==> src/rtl/display_scan_ctrl.sv <==
// Refresh scheduler for a 4-digit multiplexed 7-segment display: per-digit slots
// with anti-ghost blanking, and a double-buffered value that swaps only on frame
// boundaries. Define DISPLAY_LZB_EN to enable leading-zero blanking.
module display_scan_ctrl #(
  parameter int SLOT_CYCLES  = 8,
  parameter int BLANK_CYCLES = 2,
  parameter int CNT_W        = 16
) (
  input  logic        clk,
  input  logic        rst_n,
  input  logic        en,
  input  logic        upd_valid,
  input  logic [15:0] upd_data,
  input  logic [3:0]  upd_dp,
  output logic        upd_ready,
  output logic [7:0]  segmentos,
  output logic [3:0]  sel_seg,
  output logic        frame_tick
);

  typedef enum logic [1:0] {
    IDLE,
    BLANK,
    SHOW
  } state_e;

  localparam logic [CNT_W-1:0] BLANK_LAST = CNT_W'(BLANK_CYCLES - 1);
  localparam logic [CNT_W-1:0] SLOT_LAST  = CNT_W'(SLOT_CYCLES - 1);
  // With no blank phase every slot opens directly in SHOW.
  localparam state_e SLOT_START = (BLANK_CYCLES == 0) ? SHOW : BLANK;

  state_e           state_q, state_d;
  logic [CNT_W-1:0] cnt_q, cnt_d;
  logic [1:0]       digit_q, digit_d;
  logic             boundary;

  logic [15:0]      act_data_q, pend_data_q;
  logic [3:0]       act_dp_q, pend_dp_q;
  logic             pend_full_q;
  logic             xfer;
  logic             swap;

  logic [3:0]       nibble;
  logic             dp_bit;
  logic [3:0]       lead_blank;
  logic [7:0]       seg_d;
  logic [3:0]       sel_d;

  function automatic logic [6:0] hex7seg(input logic [3:0] nib);
    logic [6:0] s;
    case (nib)
      4'h0: s = 7'h3F;
      4'h1: s = 7'h06;
      4'h2: s = 7'h5B;
      4'h3: s = 7'h4F;
      4'h4: s = 7'h66;
      4'h5: s = 7'h6D;
      4'h6: s = 7'h7D;
      4'h7: s = 7'h07;
      4'h8: s = 7'h7F;
      4'h9: s = 7'h6F;
      4'hA: s = 7'h77;
      4'hB: s = 7'h7C;
      4'hC: s = 7'h39;
      4'hD: s = 7'h5E;
      4'hE: s = 7'h79;
      default: s = 7'h71;
    endcase
    return s;
  endfunction

  // ---------------------------------------------------------------- scan FSM
  always_ff @(posedge clk or negedge rst_n) begin
    if (!rst_n) begin
      state_q <= IDLE;
      cnt_q   <= '0;
      digit_q <= '0;
    end else begin
      state_q <= state_d;
      cnt_q   <= cnt_d;
      digit_q <= digit_d;
    end
  end

  always_comb begin
    // NOTE: every always_comb output gets a default first so no path infers a latch.
    state_d  = state_q;
    cnt_d    = cnt_q;
    digit_d  = digit_q;
    boundary = 1'b0;
    case (state_q)
      IDLE: begin
        if (en) begin
          state_d = SLOT_START;
          cnt_d   = '0;
          digit_d = '0;
        end
      end
      BLANK: begin
        cnt_d = cnt_q + 1'b1;
        if (cnt_q == BLANK_LAST) state_d = SHOW;
      end
      SHOW: begin
        if (cnt_q == SLOT_LAST) begin
          cnt_d    = '0;
          digit_d  = digit_q + 2'd1;
          boundary = (digit_q == 2'd3);
          state_d  = SLOT_START;
        end else begin
          cnt_d = cnt_q + 1'b1;
        end
      end
      default: state_d = IDLE;
    endcase
    // Dropping en abandons the frame; the next enable restarts at digit 0.
    if (!en && state_q != IDLE) begin
      state_d = IDLE;
      cnt_d   = '0;
      digit_d = '0;
    end
  end

  assign frame_tick = boundary;

  // --------------------------------------------------------- double buffer
  assign upd_ready = ~pend_full_q;
  assign xfer      = upd_valid & upd_ready;
  // Pending is promoted at a frame boundary, or immediately while the scan is idle.
  assign swap      = pend_full_q & (boundary | (state_q == IDLE));

  always_ff @(posedge clk or negedge rst_n) begin
    if (!rst_n) begin
      // NOTE: the buffers are reset, so a reset blanks the display and drops pending data.
      act_data_q  <= '0;
      act_dp_q    <= '0;
      pend_data_q <= '0;
      pend_dp_q   <= '0;
      pend_full_q <= 1'b0;
    end else begin
      if (xfer) begin
        pend_data_q <= upd_data;
        pend_dp_q   <= upd_dp;
      end
      if (swap) begin
        act_data_q <= pend_data_q;
        act_dp_q   <= pend_dp_q;
      end
      if (xfer)      pend_full_q <= 1'b1;
      else if (swap) pend_full_q <= 1'b0;
    end
  end

  // ---------------------------------------------------------- digit decode
  always_comb begin
    nibble = act_data_q[{digit_q, 2'b00} +: 4];
    dp_bit = act_dp_q[digit_q];
`ifdef DISPLAY_LZB_EN
    lead_blank[3] = (act_data_q[15:12] == 4'h0) && !act_dp_q[3];
    lead_blank[2] = lead_blank[3] && (act_data_q[11:8] == 4'h0) && !act_dp_q[2];
    lead_blank[1] = lead_blank[2] && (act_data_q[7:4] == 4'h0) && !act_dp_q[1];
    lead_blank[0] = 1'b0;
`else
    lead_blank = '0;
`endif
    seg_d = lead_blank[digit_q] ? 8'h00 : {dp_bit, hex7seg(nibble)};
    sel_d = 4'b0001 << digit_q;
  end

  // Pins are registered from the current state, so they trail the FSM by one cycle.
  always_ff @(posedge clk or negedge rst_n) begin
    if (!rst_n) begin
      segmentos <= '0;
      sel_seg   <= '0;
    end else if (state_q == SHOW) begin
      segmentos <= seg_d;
      sel_seg   <= sel_d;
    end else begin
      segmentos <= '0;
      sel_seg   <= '0;
    end
  end

endmodule

==> config.mk <==
export PLATFORM = sky130hd
export DESIGN_NAME = display_scan_ctrl
export DESIGN_NICKNAME = d
export VERILOG_FILES = /design/src/rtl/display_scan_ctrl.sv
export SDC_FILE = /design/constraint.sdc
export NUM_CORES = 1
export LEC_CHECK = 0
export BUFFER_PORTS_ARGS = -buffer_cell sky130_fd_sc_hd__buf_4
export CORE_MARGIN = 3
export CORE_UTILIZATION = 41
export CTS_CLUSTER_SIZE = 40
export DETAILED_ROUTE_END_ITERATION = 8
export GPL_TIMING_DRIVEN = 0
export MAX_ROUTING_LAYER = met4
export SETUP_SLACK_MARGIN = 0.4
export SYNTH_ARGS = -nofsm -noshare
export SYNTH_HDL_FRONTEND = slang
export SYNTH_SLANG_ARGS = --single-unit
export TNS_END_PERCENT = 50
==> constraint.sdc <==
create_clock -name clk -period 6.35 [get_ports clk]
set_input_delay 0.3175 -clock clk [delete_from_list [all_inputs] [get_ports clk]]
set_output_delay 0.3175 -clock clk [all_outputs]
set_load 0.02 [all_outputs]
==> metrics.md <==
| Metric | Value |
|---|---|
| Area Overhead vs Synth | 16.9% |
| Largest fanout on the critical path | 7 |
| Initial Util | 43.2% |
| Proportion of layout cells with a drive suffix above 1 | 34.6% |
| Gate Count Post-Synth | between 200 and 300 |
| Seq cells post-synth | 73 |
| Drc violations | 0 |
| Cell variety after synth | 49 |
| Simple-Gate Fraction of Synth Area | 13.9% |
| DRT iter0 DRCs | 51 |
| Status | finished, final reports clean |
| Max Cap Viol | 0 |
| Post_cts resized | 0 |
| Register-to-Register Path Depth | 7 |
| Mux cell area share after synthesis | 17.5% |
| Setup TNS after final layout | 0 ns |
| Minimum clock period | 2.23 ns |
| Crit Reg-Reg Startpoint | digit_q[0] |
| Synthesized area per cell | approximately 12 µm² |
| Wire length per cell after detailed routing | 14.5 µm |
| Core region area | between 8000 and 9000 µm² |
| Leak | 2.03 nW |
| WP data required | 6.63 ns |
| Peak supply drop | 0.000154 V |
| Vias in the first global route | 2,311 |
| Clk buf depth | 2 |
| Max frequency | 449 MHz |
| Post CTS Setup Buffer Count | 0 |
| Cell Chain, Critical Path | buf_2, mux4_2, inv_1, ha_1, inv_1, mux4_2, nor2b_1 |
| Remaining Overflow, GRT | 0 |
| I/O pins | 38 |
| Clk_lat worst skew | roughly 0.34 ns |
| Antenna cells | 0 |
| CP arrival | 2.51 ns |
| GRT Total Usage | 14.4% |
| Synth Area in XOR/XNOR | 0.484% |
| Synthesized area | ~3600 µm² |
| Reg2Reg Setup Slack | 4.12 ns |
| Fin. Hold Viols | 0 |
| Compound-cell area share of the yosys netlist | 8.99% |
| Fin util | roughly 50% |
| DR WL met2 | 2.97 mm |
| Worst path slowest cell | mux4_2 |
| TritonCTS Sinks | 73 |
| Vias | 2,311 |
| Post-Route WL | approximately 6.5 mm |
| Worst R2R End | segmentos[3] |
| Critical Setup Path Class | reg2reg |
| Commonest non-fill, non-tap cells in the layout | 73 x dfrtp_1, 39 x buf_4, 39 x mux2_2 |
| Startpoint types | flop |
| Ys flop type | dfrtp_1 |
| Vias per cell | 5.15 |
| Final setup violation count | 0 |
| Num CTS Buffers | 9 |
| Routability Congestion | 0.796 |
| CTS tree | done |
| Syn Nets | 331 |
| Global-route wire length before repair | 11.0 mm |
| Die height | 100 µm |
| Max layer used | met4 |
| FP Rows | 33 |
| Hold_buf cts | 0 |
| Main combinational cell family by area after synthesis | multiplexers |
| Final #Nets | around 380 |
| Final Skew | 0.00988 ns |
| Max incr delay on CP | 0.63 ns |
| First-pass iteration count of the detailed router | 4 |
| Tcrit/Tclk final | about a third |
| Port bufs | 37 |
| Wl on met1 | 3.25 mm |
| Register area share after synthesis | 50.5% |
| Slew margin rel. | 39.6% |
| Largest net degree at the start of global routing | between 70 and 80 |
| Critical Path End Type | flop |
| Clock slew at reported path FFs | around 0.080 ns |
| Most common cell after layout, fill and taps aside | dfrtp_1 |
| Initial antenna violation count | 0 |
| Worst Hold Class | in2async |
| Number of synthesized flops with an enable pin | 0 |
| Pwr Density | 413 nW/µm² |
| Fin Hold WS | 0.0986 ns |
| Post-synthesis async set-or-reset flop share | 100% |
| YS warnings | 0 |
| Die Area | 9990 µm² |
| Worst Tran Pin Value | 0.906 ns |
| Chip width | 100 µm |
| H-Tree Depth | 3 |
| RSZ-0062 raised after global routing | no |
| Slew Limit Fails | 0 |
| Post-DRT Antenna Nets | 0 |
| CTS Root Cell | clkbuf_8 |
| Met3 WL | roughly 200 µm |
| DP HPWL | approximately 4.6 mm |
| Synth Area in Adders | 5.53% |
==> how the worst max path moves through the flow <==
stage | cells past startpoint | slack [ns] | to | from
after floorplan | 7 | 4.30 | segmentos[3] | digit_q[0]
after global placement | 7 | 4.11 | segmentos[3] | digit_q[0]
after detailed placement | 7 | 4.10 | segmentos[3] | digit_q[0]
after CTS | 7 | 4.09 | segmentos[3] | digit_q[0]
after global routing | 7 | 3.93 | segmentos[3] | digit_q[0]
final | 7 | 4.12 | segmentos[3] | digit_q[0]
==> cell type report <==
class | count | area (µm²)
clock buffer | 9 | 124
clock inverter | 7 | 77.6
buffer | 13 | 62.6
tap | 105 | 131
inverter | 14 | 52.6
timing repair buffer | 37 | 278
fill | 786 | 4150
sequential | 73 | 1830
multi-input combinational | 191 | 1680
==> synth_stat cells, drive strengths merged, types with 4 or more instances <==
library cell  instances  area, µm²
dfrtp                73       1830
mux2                 42        477
ha                   16        200
o21ai                16       80.1
inv                  14       52.6
a21o                 13       98.9
nand2                10       37.5
buf                   9       47.5
nor2                  9       36.3
nor3b                 9       67.6
and2                  8       50.1
and3                  8       52.6
a21oi                 6       30.0
mux4                  6        135
nand3                 5       25.0
nor2b                 5       38.8
nor3                  5       30.0
clkbuf                4       15.0
nand4                 4       40.0
nor4                  4       55.1
o22ai                 4       25.0
==> stage by stage <==
step                      setup slack [ns]  power, mW  area (µm²)  cells
after floorplan                       4.30       1.22        3620    291
after global placement                4.11       1.38        4030    433
after detailed placement              4.10       1.40        4030    433
after CTS                             4.09       1.77        4230    449
after global routing                  3.93       1.89        4230    449
final                                 4.12       1.75        4230    449
==> worst max-delay path: cells and delay by family, from the launching register on <==
kind | cells | cell delay, ns
flops | 1 | 0.37
mux | 2 | 1.07
fa+ha+maj | 1 | 0.16
buf+inv | 3 | 0.45
simple gates | 1 | 0.11
==> logic make-up (layout without fill, tap and decap cells) <==
kind of cell,count (synthesis),after routing
AOI/OAI and AO/OA,48,48
xor gates and xnor gates,2,2
adders and majority gates,16,16
buffers and inverters,27,80
DFF,73,73
muxes,50,50
and+or+nand+nor,75,75
==> flip-flops by register name (all words and copies together) (netlist names) <==
register     count
act_data_q      16
act_dp_q         4
cnt_q           16
digit_q          2
pend_data_q     16
pend_dp_q        4
pend_full_q      1
segmentos        8
sel_seg          4
state_q          2
==> power by group <==
| part | internal (mW) | switching [mW] | total, mW |
|---|---|---|---|
| registers | 0.628 | 0.0797 | 0.707 |
| logic | 0.346 | 0.326 | 0.671 |
| clock network | 0.185 | 0.184 | 0.368 |
| total | 1.16 | 0.589 | 1.75 |
==> per-layer routing <==
metal	global-route usage [%]	vias to the layer above
met3	3.82	7
met5	-	-
met2	21.3	32
met4	4.41	0
li1	-	1141
met1	19.5	1131
Power figures use the tool's default switching activity.
